**config.mk**
```make
export PLATFORM = sky130hd
export DESIGN_NAME = prefix32sub_pipe
export DESIGN_NICKNAME = d
export VERILOG_FILES = /design/src/rtl/prefix32sub_pipe.sv
export SDC_FILE = /design/constraint.sdc
export NUM_CORES = 1
export LEC_CHECK = 0
export BUFFER_PORTS_ARGS = -buffer_cell sky130_fd_sc_hd__buf_4
export CAP_MARGIN = 20
export CORE_UTILIZATION = 36
export CTS_BUF_LIST = sky130_fd_sc_hd__clkbuf_8
export CTS_CLUSTER_SIZE = 14
export DETAILED_ROUTE_END_ITERATION = 10
export SLEW_MARGIN = 15
export SYNTH_ARGS = -nofsm -noshare
export SYNTH_HDL_FRONTEND = slang
export SYNTH_SLANG_ARGS = --single-unit
export TNS_END_PERCENT = 50
```
**constraint.sdc**
```tcl
create_clock -name clk -period 2.06 [get_ports clk]
set_input_delay 0.412 -clock clk [delete_from_list [all_inputs] [get_ports clk]]
set_output_delay 0.412 -clock clk [all_outputs]
set_load 0.05 [all_outputs]
```
**src/rtl/prefix32sub_pipe.sv**
```systemverilog
// prefix32sub_pipe: three-stage Kogge-Stone subtractor computing a - b - bin
// with borrow, signed-overflow and zero flags, a valid tag and a global stall.
module prefix32sub_pipe (
    input  logic        clk,
    input  logic        reset,
    input  logic [31:0] a,
    input  logic [31:0] b,
    input  logic        bin,
    input  logic        in_valid,
    input  logic        stall,
    output logic [31:0] d,
    output logic        bout,
    output logic        ovf,
    output logic        zero,
    output logic        out_valid
);
    // One Kogge-Stone level: bits below span keep their group (G, P) unchanged.
    function automatic logic [63:0] prefix_level(input logic [31:0] g, input logic [31:0] p, input int s);
        logic [31:0] gn;
        logic [31:0] pn;
        gn = g | (p & (g << s));
        pn = p & ((p << s) | ((32'd1 << s) - 32'd1));
        return {gn, pn};
    endfunction

    logic [31:0] g1, p1;
    logic        c1, m1, v1;
    logic [31:0] g2, p2, q2;
    logic        c2, m2, v2;
    logic [31:0] g_l1, p_l1, g_l2, p_l2, g_l3, p_l3;
    logic [31:0] g_l4, p_l4, g_l5, p_l5;
    logic [31:0] carries, d_next;
    logic        carry_out;

    // m1/m2 carry a[31] forward so the overflow test can see the minuend sign.
    always_ff @(posedge clk or negedge reset) begin
        if (!reset) begin
            g1 <= '0;
            p1 <= '0;
            c1 <= 1'b0;
            m1 <= 1'b0;
            v1 <= 1'b0;
        end else if (!stall) begin
            g1 <= a & ~b;
            p1 <= a ^ ~b;
            c1 <= ~bin;
            m1 <= a[31];
            v1 <= in_valid;
        end
    end

    assign {g_l1, p_l1} = prefix_level(g1, p1, 1);
    assign {g_l2, p_l2} = prefix_level(g_l1, p_l1, 2);
    assign {g_l3, p_l3} = prefix_level(g_l2, p_l2, 4);

    always_ff @(posedge clk or negedge reset) begin
        if (!reset) begin
            g2 <= '0;
            p2 <= '0;
            q2 <= '0;
            c2 <= 1'b0;
            m2 <= 1'b0;
            v2 <= 1'b0;
        end else if (!stall) begin
            g2 <= g_l3;
            p2 <= p_l3;
            q2 <= p1;
            c2 <= c1;
            m2 <= m1;
            v2 <= v1;
        end
    end

    assign {g_l4, p_l4} = prefix_level(g2, p2, 8);
    assign {g_l5, p_l5} = prefix_level(g_l4, p_l4, 16);
    assign carries   = {g_l5[30:0] | (p_l5[30:0] & {31{c2}}), c2};
    assign carry_out = g_l5[31] | (p_l5[31] & c2);
    assign d_next    = q2 ^ carries;

    // q2[31] is a XNOR b at the sign bit, so 0 means the operand signs differ.
    always_ff @(posedge clk or negedge reset) begin
        if (!reset) begin
            d         <= '0;
            bout      <= 1'b0;
            ovf       <= 1'b0;
            zero      <= 1'b0;
            out_valid <= 1'b0;
        end else if (!stall) begin
            d         <= d_next;
            bout      <= ~carry_out;
            ovf       <= ~q2[31] & (d_next[31] ^ m2);
            zero      <= d_next == 32'd0;
            out_valid <= v2;
        end
    end
endmodule

```
* After elaboration in Yosys (flattened, before gate mapping) *
Cells that the tools add are included.
Widths: inputs -> output; s select.

cells by class
  bitwise logic cells = 28
  reductions and logical operators = 1

operators by type and width
  kind              number
  $and 32x32->32    11
  $or 32x32->32     5
  $xor 32x32->32    2
  $logic_not 32->1  1
  $not 32->32       1
  $and 31x31->31    1
  $or 31x31->31     1
  $not 1->1         3
  $and 1x1->1       2
  $or 1x1->1        1
  $xor 1x1->1       1

storage, ports and cells
  register bits = 202
  input port bits = 69
  logic and storage cells = 45

* Logic depth before layout (Yosys ltp) *
  word-level depth = 8
  mapped depth = 8
  gate-level depth less buffers = 7

* Worst setup path before layout *
Ideal clock, no wire load.

  kind = register to register
  start point = reg c2
  end point = reg zero
  setup time = 0.103 ns
  arrival time = 2.094 ns
  data required time = 1.957 ns
  path slack = -0.138 ns
  stages on the path, launching flop included = 9
  period minus slack after synthesis = 2.198 ns
  cells stage by stage = dfrtp_1 -> buf_6 -> buf_6 -> a21oi_2 -> xor2_1 -> nand4_1 -> or3_1 -> or4b_1 -> o41ai_2

between the ends
  longest elaborated chain between the ends = 4

ends and longest elaborated chain
  element                 RTL line  source
  from (decl)             29        logic c2, m2, v2;
  from (signal assigned)  61        c2 <= 1'b0;
  from (signal assigned)  68        c2 <= c1;
  $and 31x31->31          76        assign carries = {g_l5[30:0] | (p_l5[30:0] & {31{c2}}), c2};
  $or 31x31->31           76
  $xor 32x32->32 (*)      78        assign d_next = q2 ^ carries;
  $logic_not 32->1 (*)    92        zero <= d_next == 32'd0;
  to (signal assigned)    86        zero <= 1'b0;
  to (signal assigned)    92
  to (decl)               14        output logic zero,

Mark *: on every way between the ends. The rest lies on a longest branch, timed or not.
A chain may end at the register's enable or synchronous reset.

* Final worst setup path *
Same ends and word-level chain as after synthesis.

==> run_summary.xml <==
<?xml version="1.0" encoding="UTF-8"?>
<metrics>
  <group name="final_layout">
    <metric name="post_layout_nonfiller_instances" unit="">1375</metric>
    <metric name="multiInputGateArea" unit="µm²">4140</metric>
    <metric name="design.final.nets" unit="">1123</metric>
    <metric name="syn_to_final_growth" unit="%">26.1</metric>
    <metric name="post_route_cells_drive_above_1_share" unit="%">33.3</metric>
    <metric name="fill_cells" unit="">2446</metric>
    <metric name="diodes" unit="">0</metric>
    <metric name="layout.cell_area.non_filler" unit="µm²">11800</metric>
    <metric name="final-seq-area" unit="µm²">5030</metric>
  </group>
  <group name="place">
    <metric name="gp_congestion" unit="">0.882</metric>
    <metric name="count_of_buffers_inserted_at_the_top_level_ports" unit="">104</metric>
    <metric name="dpl_cell_area" unit="µm²">11000</metric>
    <metric name="dpl.cell_count" unit="">1304</metric>
    <metric name="detailedPlacementHpwl" unit="mm">17.4</metric>
    <metric name="placement.setup.worst_slack" unit="ns">-0.241</metric>
  </group>
  <group name="timing">
    <metric name="finalClockSkew" unit="ns">0.0297</metric>
    <metric name="slew_violations" unit="">0</metric>
    <metric name="worst_pin_slew" unit="ns">0.617</metric>
    <metric name="rsz_0062_raised_after_global_routing" unit="">true</metric>
    <metric name="layout_worst_path_cycle_share" unit="%">109</metric>
    <metric name="postLayoutSetupSlackWorst" unit="ns">-0.179</metric>
    <metric name="finalSetupViolCount" unit="">1</metric>
    <metric name="fin_setup_tns" unit="ns">-0.179</metric>
    <metric name="layout_min_cycle_time" unit="ns">2.24</metric>
    <metric name="slew_headroom" unit="%">58.5</metric>
    <metric name="max_freq" unit="MHz">447</metric>
    <metric name="number_of_hold_violations_in_the_final_report" unit="">0</metric>
  </group>
  <group name="route">
    <metric name="drcViolationCount" unit="">0</metric>
    <metric name="wl_per_cell" unit="µm">17.0</metric>
    <metric name="route.detailed.vias_per_inst" unit="">5.11</metric>
    <metric name="routed_wirelength" unit="mm">23.3</metric>
    <metric name="final_antenna_net_count" unit="">0</metric>
    <metric name="dr.pass1.iters" unit="">5</metric>
    <metric name="initialDrtViolationCount" unit="">523</metric>
    <metric name="vias" unit="">7026</metric>
  </group>
  <group name="floorplan">
    <metric name="initial_utilization" unit="%">36.9</metric>
    <metric name="design.die.area" unit="µm²">26700</metric>
    <metric name="coreArea" unit="µm²">25400</metric>
    <metric name="rows" unit="">58</metric>
    <metric name="top_level_ports" unit="">105</metric>
    <metric name="die_h" unit="µm">163</metric>
    <metric name="die_width" unit="µm">163</metric>
  </group>
  <group name="synth">
    <metric name="synthesis.nets" unit="">951</metric>
    <metric name="synth_largest_type_area_fraction" unit="%">53.6</metric>
    <metric name="synth_flop_cell" unit="">sky130_fd_sc_hd__dfrtp_1</metric>
    <metric name="yosys.area.top_type" unit="">sky130_fd_sc_hd__dfrtp_1</metric>
    <metric name="synth_warnings" unit="">0</metric>
    <metric name="distinct_cells_synth" unit="">41</metric>
    <metric name="synth-edff-count" unit="">0</metric>
    <metric name="synthesis.area_per_instance" unit="µm²">11.1</metric>
    <metric name="synthTopCellsByArea" unit="">sky130_fd_sc_hd__dfrtp_1 (54%), sky130_fd_sc_hd__mux2_2 (12%), sky130_fd_sc_hd__ha_1 (4.4%)</metric>
    <metric name="postSynthRegisterBits" unit="">201</metric>
    <metric name="post_syn_instances" unit="">849</metric>
    <metric name="mappedNetlistArea" unit="µm²">9380</metric>
    <metric name="ys_seq_area_share" unit="%">53.6</metric>
    <metric name="postSynth.asyncResetShare" unit="%">100</metric>
  </group>
  <group name="min_path">
    <metric name="hold_path_depth" unit="">2</metric>
    <metric name="hold_path.class" unit="">input pin to flop</metric>
    <metric name="holdCritStartpoint" unit="">bin</metric>
    <metric name="worstHoldEndpoint" unit="">c1</metric>
  </group>
  <group name="power">
    <metric name="fin_total_pwr" unit="mW">12.2</metric>
    <metric name="ir_worst_vdd" unit="V">0.000609</metric>
    <metric name="power_per_cell_area" unit="nW/µm²">1030</metric>
    <metric name="leakagePower" unit="nW">5.70</metric>
  </group>
  <group name="critical_path">
    <metric name="rrSetupSlack" unit="ns">-0.18</metric>
    <metric name="worstReg2RegStart" unit="">c2</metric>
    <metric name="worstSetupPathType" unit="">flop to flop</metric>
    <metric name="timing.critical_path.required" unit="ns">2.48</metric>
    <metric name="critical-path-slowest-cell" unit="">sky130_fd_sc_hd__or4b_4</metric>
    <metric name="critical_path.cell_chain" unit="">buf_12, a21o_2, a21oi_2, xor2_1, nand4_1, or4b_4, o41ai_4</metric>
    <metric name="r2r-end" unit="">zero</metric>
    <metric name="cp_max_fo" unit="">15</metric>
    <metric name="worst_r2r_path_depth" unit="">7</metric>
    <metric name="worst_setup_path_start_kind" unit="">flop</metric>
    <metric name="critical_path_capture_point_type" unit="">flop</metric>
    <metric name="crit_path_max_incr_delay" unit="ns">0.57</metric>
    <metric name="critical_path_arrival" unit="ns">2.66</metric>
  </group>
  <group name="cts">
    <metric name="clockBufferDepth" unit="">3</metric>
    <metric name="ctsHtreeMaxLevel" unit="">2</metric>
    <metric name="cts_buffers" unit="">36</metric>
    <metric name="numClockSinks" unit="">201</metric>
    <metric name="cts_tree" unit="">yes</metric>
    <metric name="clock_insertion_delay_worst_skew" unit="ns">0.52</metric>
    <metric name="clk_root_buffer_cell" unit="">sky130_fd_sc_hd__clkbuf_8</metric>
    <metric name="clk_transition_reported_paths" unit="ns">0.06</metric>
  </group>
  <group name="global_route">
    <metric name="global_route_wire_length_before_repair" unit="mm">38.3</metric>
    <metric name="total_routing_usage_gr" unit="%">18.3</metric>
    <metric name="grt_antenna_before_repair" unit="">0</metric>
    <metric name="grt-ovfl-total" unit="">0</metric>
    <metric name="largest_net_degree_at_the_start_of_global_routing" unit="">58</metric>
    <metric name="grt_pass1_vias" unit="">6991</metric>
  </group>
  <group name="run_status">
    <metric name="failing_checks" unit="">setup timing</metric>
    <metric name="run_status" unit="">finished with violations</metric>
  </group>
  <group name="run">
    <metric name="maxCapViolations" unit="">0</metric>
  </group>
</metrics>
==> critical path, delay by kind of cell, from the launching register on <==
family                 cells  cell delay (ns)
AND/OR/NAND/NOR            2             0.71
AO/OA/AOI/OAI              3             0.58
flip-flops                 1             0.42
XOR/XNOR                   1             0.25
buffers and inverters      1             0.17
==> through the flow <==
step           hold slack (ns)  util (%)
2_1_floorplan            0.116         -
3_3_place_gp             0.344      43.2
3_5_place_dp             0.344      43.2
4_1_cts                 0.0638      46.1
5_1_grt                 0.0734      46.6
6_report                0.0814      46.6
==> worst max-delay path by stage <==
stage                     start  endpoint  slack [ns]
after global placement       c2      zero       -0.19
after detailed placement     c2      zero       -0.24
after floorplan              c2      zero        0.02
after global routing         c2      zero       -0.27
after CTS                    c2      zero       -0.20
final                        c2      zero       -0.18
==> cell usage after synthesis (3+ instances only) <==
| library cell | count |
|---|---|
| sky130_fd_sc_hd__a22oi_1 | 3 |
| sky130_fd_sc_hd__nor2b_1 | 5 |
| sky130_fd_sc_hd__nor3_1 | 8 |
| sky130_fd_sc_hd__mux2_2 | 101 |
| sky130_fd_sc_hd__xor2_1 | 17 |
| sky130_fd_sc_hd__o31ai_1 | 8 |
| sky130_fd_sc_hd__a21oi_1 | 53 |
| sky130_fd_sc_hd__o21bai_1 | 13 |
| sky130_fd_sc_hd__ha_1 | 33 |
| sky130_fd_sc_hd__a22o_1 | 9 |
| sky130_fd_sc_hd__xnor2_1 | 15 |
| sky130_fd_sc_hd__nand2_1 | 102 |
| sky130_fd_sc_hd__o221ai_1 | 4 |
| sky130_fd_sc_hd__buf_1 | 5 |
| sky130_fd_sc_hd__nand3_1 | 3 |
| sky130_fd_sc_hd__o21ai_0 | 62 |
| sky130_fd_sc_hd__nor2_1 | 32 |
| sky130_fd_sc_hd__o311ai_0 | 3 |
| sky130_fd_sc_hd__a211oi_1 | 14 |
| sky130_fd_sc_hd__o41ai_1 | 6 |
| sky130_fd_sc_hd__nand4_1 | 17 |
| sky130_fd_sc_hd__a21o_1 | 32 |
| sky130_fd_sc_hd__dfrtp_1 | 201 |
| sky130_fd_sc_hd__inv_1 | 41 |
| sky130_fd_sc_hd__o21a_1 | 7 |
| sky130_fd_sc_hd__clkbuf_1 | 35 |
| sky130_fd_sc_hd__o211ai_1 | 3 |
==> cells in the final DEF, fill, tap and decap left out, drive strengths merged, types with 32 or more instances in the layout <==
master,instances
mux2,101
buf,173
ha,33
clkbuf,47
nand2,102
o21ai,62
nor2,32
a21oi,54
a21o,34
dfrtp,201
inv,55
==> state kept, by name, summed over array words and instances, names as in the netlist, 31 cells and up <==
register / flops
g2: 32
q2: 31
g1: 32
d: 32
p1: 32
p2: 32
==> where the power goes <==
part	internal [mW]	switching, mW
registers	4.57	0.637
logic	1.55	1.91
clock network	1.95	1.58
total	8.07	4.12
==> layout make-up <==
class	count	area share (%)
flip-flops and latches	201	42.5
multi-input cells	564	34.9
repair buffers	176	11.9
clock buffers	45	5.23
well taps	330	3.49
inverters	42	1.33
clock inverters	17	0.571
==> repair_timing <==
item | CTS | global route
hold buffers | 1 | 0
endpoints found under the setup margin | 1 | 3
endpoints found under the hold margin | 26 | 0
resized for setup | 6 | 18
buffers inserted | 1 | 7
pin swaps | 3 | 12
==> metal layers <==
layer  routed length, µm  global-route usage, %  part of all wire (%)  vias to the layer above
met4                 464                   5.40                   2.0                        0
li1                    -                      -                     -                     3368
met2                9620                   25.1                    41                      200
met3                1640                   4.52                   7.0                       42
met1               11600                   27.9                    50                     3416
met5                   0                      0                     0                        -
==> cell families after synthesis <==
family / synth area share, %
fa+ha+maj: 4.40
xor+xnor: 2.99
flops: 53.6
mux: 12.2
simple gates: 7.72
buf+inv: 3.52
compound gates: 15.5
Note: power is estimated with default switching activity, not from simulation.
